`src/rtl/decode_unit.sv`:
```
// Decode stage for the rv32e core: combinational instruction decode feeding a
// two-entry skid buffer (main + skid register) so fetch_ready is registered.
// Optional feature macro: DECODE_RV32E_CHECK_EN -- when defined, a used
// rd/rs1/rs2 field naming x16..x31 marks the instruction illegal.

package decode_unit_pkg;

    typedef struct packed {
        logic [6:0]  opcode;
        logic [3:0]  destination;
        logic [3:0]  source_1;
        logic [3:0]  source_2;
        logic [2:0]  funct3;
        logic [6:0]  funct7;
        logic [31:0] immediate;
        logic [31:0] pc;
        logic        illegal;
    } decoded_t;

endpackage

module decode_unit
    import decode_unit_pkg::*;
(
    input  logic        clock,
    input  logic        reset,
    input  logic        fetch_valid,
    output logic        fetch_ready,
    input  logic [31:0] fetch_instruction,
    input  logic [31:0] fetch_pc,
    input  logic        flush,
    output logic        out_valid,
    input  logic        out_ready,
    output decoded_t    out_data
);

    localparam logic [6:0] OpLui    = 7'b0110111;
    localparam logic [6:0] OpAuipc  = 7'b0010111;
    localparam logic [6:0] OpJal    = 7'b1101111;
    localparam logic [6:0] OpJalr   = 7'b1100111;
    localparam logic [6:0] OpBranch = 7'b1100011;
    localparam logic [6:0] OpLoad   = 7'b0000011;
    localparam logic [6:0] OpStore  = 7'b0100011;
    localparam logic [6:0] OpOpImm  = 7'b0010011;
    localparam logic [6:0] OpOp     = 7'b0110011;
    localparam logic [6:0] OpMisc   = 7'b0001111;
    localparam logic [6:0] OpSystem = 7'b1110011;

    typedef enum logic [2:0] {FmtNone, FmtR, FmtI, FmtS, FmtB, FmtU, FmtJ} fmt_e;
    typedef enum logic [1:0] {StEmpty, StOne, StFull} state_e;

    logic [31:0] ins;
    fmt_e        fmt;
    logic        known;
    logic        use_rd;
    logic        use_rs1;
    logic        use_rs2;
    logic        reg_bad;
    decoded_t    dec;

    state_e      state_q, state_d;
    decoded_t    main_q, main_d;
    decoded_t    skid_q, skid_d;
    logic        fetch_ready_q, fetch_ready_d;
    logic        accept;
    logic        consume;

    assign ins = fetch_instruction;

    // Classify the opcode into an encoding format.
    always_comb begin
        fmt   = FmtNone;
        known = 1'b1;
        case (ins[6:0])
            OpLui, OpAuipc:                     fmt = FmtU;
            OpJal:                              fmt = FmtJ;
            OpJalr, OpLoad, OpOpImm, OpSystem:  fmt = FmtI;
            OpStore:                            fmt = FmtS;
            OpBranch:                           fmt = FmtB;
            OpOp:                               fmt = FmtR;
            OpMisc:                             fmt = FmtNone;
            default:                            known = 1'b0;
        endcase
    end

    // Immediate assembly and register-field usage per format.
    always_comb begin
        dec         = '0;
        use_rd      = 1'b0;
        use_rs1     = 1'b0;
        use_rs2     = 1'b0;
        case (fmt)
            FmtU: begin
                use_rd        = 1'b1;
                dec.immediate = {ins[31:12], 12'b0};
            end
            FmtJ: begin
                use_rd        = 1'b1;
                dec.immediate = {{12{ins[31]}}, ins[19:12], ins[20], ins[30:21], 1'b0};
            end
            FmtI: begin
                use_rd        = 1'b1;
                use_rs1       = 1'b1;
                dec.immediate = {{20{ins[31]}}, ins[31:20]};
            end
            FmtS: begin
                use_rs1       = 1'b1;
                use_rs2       = 1'b1;
                dec.immediate = {{20{ins[31]}}, ins[31:25], ins[11:7]};
            end
            FmtB: begin
                use_rs1       = 1'b1;
                use_rs2       = 1'b1;
                dec.immediate = {{20{ins[31]}}, ins[7], ins[30:25], ins[11:8], 1'b0};
            end
            FmtR: begin
                use_rd        = 1'b1;
                use_rs1       = 1'b1;
                use_rs2       = 1'b1;
            end
            default: ;
        endcase
        dec.opcode      = ins[6:0];
        dec.destination = use_rd  ? ins[10:7]  : 4'd0;
        dec.source_1    = use_rs1 ? ins[18:15] : 4'd0;
        dec.source_2    = use_rs2 ? ins[23:20] : 4'd0;
        dec.funct3      = ins[14:12];
        dec.funct7      = ins[31:25];
        dec.pc          = fetch_pc;
        dec.illegal     = (ins[1:0] != 2'b11) | ~known | reg_bad;
    end

`ifdef DECODE_RV32E_CHECK_EN
    assign reg_bad = (use_rd & ins[11]) | (use_rs1 & ins[19]) | (use_rs2 & ins[24]);
`else
    assign reg_bad = 1'b0;
`endif

    assign out_valid   = (state_q != StEmpty);
    assign fetch_ready = fetch_ready_q;
    assign out_data    = main_q;

    // Any word presented during a flush is dropped, not loaded.
    assign accept  = fetch_valid & fetch_ready_q & ~flush;
    assign consume = out_valid & out_ready;

    // Buffer next-state: main register feeds execute, skid catches overflow.
    always_comb begin
        state_d = state_q;
        main_d  = main_q;
        skid_d  = skid_q;
        unique case (state_q)
            StEmpty: begin
                if (accept) begin
                    main_d  = dec;
                    state_d = StOne;
                end
            end
            StOne: begin
                if (accept && !consume) begin
                    skid_d  = dec;
                    state_d = StFull;
                end else if (accept && consume) begin
                    main_d  = dec;
                end else if (consume) begin
                    state_d = StEmpty;
                end
            end
            StFull: begin
                if (consume) begin
                    main_d  = skid_q;
                    state_d = StOne;
                end
            end
            default: state_d = StEmpty;
        endcase
        if (flush) begin
            state_d = StEmpty;
        end
        fetch_ready_d = (state_d != StFull);
    end

    // State and data registers.
    always_ff @(posedge clock or posedge reset) begin
        if (reset) begin
            state_q       <= StEmpty;
            main_q        <= '0;
            skid_q        <= '0;
            fetch_ready_q <= 1'b1;
        end else begin
            state_q       <= state_d;
            main_q        <= main_d;
            skid_q        <= skid_d;
            fetch_ready_q <= fetch_ready_d;
        end
    end

endmodule

```
`config.mk`:
```
export PLATFORM = sky130hd
export DESIGN_NAME = decode_unit
export DESIGN_NICKNAME = d
export VERILOG_FILES = /design/src/rtl/decode_unit.sv
export SDC_FILE = /design/constraint.sdc
export NUM_CORES = 1
export LEC_CHECK = 0
export CAP_MARGIN = 0
export CORE_MARGIN = 2
export CORE_UTILIZATION = 47
export CTS_CLUSTER_SIZE = 24
export DETAILED_ROUTE_END_ITERATION = 6
export GPL_TIMING_DRIVEN = 0
export HOLD_SLACK_MARGIN = 0.02
export PLACE_DENSITY = 0.77
export SLEW_MARGIN = 10
export SYNTH_ARGS = -nofsm -noshare
export SYNTH_HDL_FRONTEND = slang
export SYNTH_SLANG_ARGS = --single-unit
```
`constraint.sdc`:
```
create_clock -name clock -period 7.79 [get_ports clock]
set_input_delay 2.337 -clock clock [delete_from_list [all_inputs] [get_ports clock]]
set_output_delay 2.337 -clock clock [all_outputs]
set_load 0.02 [all_outputs]
```
======== After elaboration in Yosys (flattened, before gate mapping) ========
Cells that the tools add are included.
word-level totals
  flip-flop bits (word level) ............. 191
  input port bits ......................... 69
  output and inout port bits .............. 96
  logic and storage cells ................. 86
cells by class
  equal/unequal tests ..................... 25
  mux-type cells .......................... 21
  bitwise operators ....................... 6
  reduce and logical (&&, ||, !) cells .... 14
operators by type and width
  kind                                                                   count
  94-bit two-way mux                                                     4
  94-bit one-hot mux with 3 select lines                                 1
  32-bit one-hot mux with 5 select lines                                 1
  7-bit equality test, second input constant                             4
  7-bit by 6-bit equality test with 1-bit output, second input constant  3
  3-bit one-hot mux with 6 select lines                                  1
  7-bit by 5-bit equality test with 1-bit output, second input constant  2
  2-bit two-way mux                                                      6
  4-bit two-way mux                                                      3
  2-bit != test, second input constant                                   6
  4-bit OR reduction                                                     3
  11-bit OR reduction                                                    1
  3-bit equality test, second input constant                             3
  7-bit by 2-bit equality test with 1-bit output, second input constant  1
  7-bit by 4-bit equality test with 1-bit output, second input constant  1
  3-bit by 2-bit equality test with 1-bit output, second input constant  2
  2-bit one-hot mux with 3 select lines                                  1
  5-bit AND reduction                                                    1
  1-bit two-way mux                                                      4
  1-bit bitwise AND                                                      3
  3-bit by 1-bit equality test with 1-bit output, second input constant  1
  3-bit nonzero test                                                     1
  3-bit OR reduction                                                     1
  2-bit by 1-bit equality test with 1-bit output, second input constant  1
  other kinds (9)                                                        11

======== Depth between registers and ports, before layout ========
  word-level depth ........................ 10
  depth in mapped cells ................... 13
  mapped depth without buffers ............ 11

======== Least setup slack after synthesis ========
No wires, ideal clock.
  path type ............................... input port to flip-flop
  start ................................... in fetch_instruction[6]
  end ..................................... reg main_q (netlist bit out_data[53])
  arrival ................................. 4.619 ns
  data required time ...................... 7.717 ns
  setup slack ............................. 3.098 ns
  stages on the path ...................... 13
  buffers on the path ..................... 2
  cell sequence ........................... buf_2 -> and2_1 -> a21oi_1 -> nor3_1 -> o21ai_0 -> ha_1 -> inv_1 -> or4_1 -> o2111ai_2 -> o211ai_2 -> and2_4 -> buf_6 -> a21oi_2
on the way
  word-level cells in the longest chain between the ends .. 8
ends and longest elaborated chain
  what                                                                                   line  text
  from (decl)                                                                            29    input logic [31:0] fetch_instruction,
  7-bit equality test (tied with other cells)                                            74    case (ins[6:0])
  4-bit OR reduction or 2-bit OR reduction (tied branches)                               n/a
  3-bit one-hot mux with 6 select lines (*)                                              74
  3-bit equality test or 3-bit by 2-bit equality test with 1-bit output (tied branches)  92    case (fmt)
  32-bit one-hot mux with 5 select lines (*)                                             92
  94-bit two-way mux                                                                     163   end else if (accept && consume) begin
  94-bit two-way mux                                                                     160   if (accept && !consume) begin
  94-bit one-hot mux with 3 select lines (*)                                             152   unique case (state_q)
  to (signal assigned)                                                                   192   main_q <= main_d;
  to (decl)                                                                              62    decoded_t main_q, main_d;
Mark *: on every way between the ends. The rest lies on a longest branch, timed or not. The select of a mux whose other input is x is not followed.
A chain may end at the register's enable or synchronous reset.

======== Final worst setup path ========
  start ................................... in fetch_instruction[6]
  end ..................................... reg main_q (netlist bit out_data[57])
The elaborated chain is that of the path after synthesis.

==> impl_metrics.ini <==
[global_route]
grt_util_all_layers = 0.265
antenna_found_initial = 0
grt_pass1_wl_um = 38700
grt_pass1_vias = 7276
grt_max_degree = 103
overflow = 0

[clock_tree]
cts-root-buf = clkbuf_16
h-tree-depth = 4
post_cts_buffers = 0
ctsHoldBuffers = 0
cts_resized = 0
insertion_delay_ns = 0.44
cts_buffer_depth = 2
cts_buffers = 17
cts_tree = yes
clk_pin_slew_ns = 0.07
cts.sinks = 191

[logic_synthesis]
syn-cell-area_um2 = 8400
async_flop_share = 1.00
ys_seq_area_frac = 0.569
syn_inst = 923
synthDistinctLibCells = 57
syn_area_per_cell_um2 = 9.10
postSynthRegisterBits = 191
ys_warn_count = 0
yosysTopAreaCell = dfrtp_1
synth_top_area_share = 0.566
synth.net_count = 996
yosys-top-cells-area = dfrtp_1 57%, nand2_1 13%, a31oi_1 4.5%, nor2_1 4.1%, a21oi_1 2.4%
synth_edf_count = 0
ys.flop_type = dfrtp_1

[setup_path]
crit_path_end_kind = register
cp-start-kind = input pin
required_ns = 8.15
worstSetupPathType = in -> reg
cp.arrival_ns = 5.49
crit_path_max_fanout = 10

[detailed_routing]
ant_nets = 0
vias_per_cell = 5.64
dr.pass1.iters = 6
vias = 7566
drc_errors = 0
avgRoutedWirePerCell_um = 17.9
drt-total-wl_um = 24000
drtIter0Drc = 663

[timing]
period_minus_slack_ns = 5.13
clock_skew_ns = 0.0122
holdWs_ns = 0.475
relSlewSlack = 0.466
setup_viol = 0
slew_viol_final = 0
period_share = 0.658
max_freq_ghz = 0.195
worstMarginPinSlew_ns = 0.800
finalHoldViolCount = 0
rsz0062_at_grt = false
setup_ws_ns = 2.66

[power]
swShare = 0.284
powerDensity_nw_per_um2 = 253
leakage_nw = 4.89
fin_total_pwr_mw = 2.77
comb_power_share = 0.209
peakVddDrop_mv = 0.184
intPower_mw = 1.98
pwr-share-seq = 0.454
p_sw_uw = 786
p_clk_frac = 0.337

[cells_and_area]
mostFrequentLayoutCell = nand2_1
final_cell_mix = 293 x nand2_1, 190 x dfrtp_1, 160 x clkdlybuf4s50_1
final_area_um2 = 10900
final_util = 0.630
drive_gt1_frac = 0.0771
fin_nets = 1176
antennaDiodeCount = 0
area_delta_synth_final_pct = 30.3

[outcome]
outcome = complete, no violations

[place]
place_ws_ns = 2.25
place_congestion = 0.877
dpl.hpwl_um = 16500
io_buffer_count = 160
postPlaceCellArea_um2 = 10300

[hold_path]
hold_path.class = reg -> reg

[die]
die_y_um = 138
std_cell_rows = 48
ios = 165
die_w_um = 138
core-area_um2 = 17400
die_area_um2 = 18900
initial_core_util = 0.484

[flow_run]
maxCapViolCount = 0
power by group through the flow:
stage	combinational, mW	sequential [mW]	clock (mW)
after floorplan	0.218	1.35	0
after global placement	0.565	1.27	0
after detailed placement	0.579	1.27	0
after CTS	0.583	1.26	0.939
after global routing	0.635	1.28	0.978
final	0.578	1.26	0.933
cell families after synthesis:
logic type	share of synthesized area
compound gates	0.165
xor+xnor	0.00194
fa+ha+maj	0.00596
buf+inv	0.0382
flops	0.569
mux	0.00238
simple gates	0.217
area by class of cell:
cell class,count,area [um^2]
clock buffer,23,468
clock inverter,9,158
inverter,7,33.8
timing repair buffer,161,1630
fill,1479,6420
buffer,65,294
sequential,191,4780
tap,225,282
multi-input combinational,660,3290
routing by layer:
| layer | global-route usage | wire length, um | up-vias |
|---|---|---|---|
| met5 | 0 | 0 | - |
| met4 | 0.0745 | 471 | 0 |
| met3 | 0.0563 | 1930 | 45 |
| met2 | 0.418 | 11200 | 351 |
| met1 | 0.372 | 10400 | 3665 |
| li1 | - | - | 3505 |
through the flow:
step | setup TNS (ns) | instances
global placement | -430.64 | 1308
floorplan | 0 | 923
detailed placement | 0 | 1309
global route | 0 | 1341
CTS | 0 | 1341
finish | 0 | 1341
critical path, cell delays in order:
cell	delay, ns
clkdlybuf4s50_1	0.43
buf_2	0.19
and2_1	0.20
a21oi_1	0.15
nor3_1	0.05
o21ai_0	0.34
ha_1	0.32
inv_1	0.11
or4_1	0.55
o2111ai_2	0.14
o211ai_2	0.18
and2_4	0.19
buf_6	0.15
a21oi_2	0.14
Yosys cell counts, types with 2 or more instances:
| library cell | count |
|---|---|
| a21oi_1 | 41 |
| nor2b_1 | 2 |
| a21o_1 | 2 |
| a22o_1 | 9 |
| nand2_1 | 293 |
| clkbuf_1 | 37 |
| nor2_1 | 92 |
| or3_1 | 2 |
| a31oi_1 | 61 |
| nor2_2 | 2 |
| nand4_1 | 4 |
| o21ai_0 | 36 |
| dfrtp_1 | 190 |
| buf_6 | 2 |
| nor3_1 | 4 |
| nor4_2 | 2 |
| and3_1 | 10 |
| inv_1 | 7 |
| a21oi_2 | 10 |
| buf_2 | 25 |
| and2_1 | 3 |
| a221o_1 | 11 |
| nor3_2 | 2 |
| or2_2 | 2 |
| a22oi_1 | 5 |
| nand3_1 | 3 |
| o22ai_1 | 25 |
| mux2i_1 | 2 |
| ha_1 | 4 |
| nand2b_1 | 8 |
path summary, 6_finish.rpt:
| path | from | to | slack, ns | depth (start not counted) |
|---|---|---|---|---|
| hold reg to reg | skid_q[16] | skid_q[16] | 0.48 | 2 |
| max in group asynchronous | reset | skid_q[0] | 4.46 | 3 |
| setup / recovery | fetch_instruction[6] | out_data[57] | 2.66 | 14 |
| min in group asynchronous | reset | out_data[29] | 2.42 | 2 |
| setup reg to reg | state_q[1] | out_data[90] | 5.30 | 6 |
| hold / removal | skid_q[16] | skid_q[16] | 0.48 | 2 |
flip-flops by register name (all words and copies together), names as in the netlist:
signal and flops:
out_data 94, state_q 2, skid_q 94, fetch_ready 1
(Power assumes the default switching activity.)
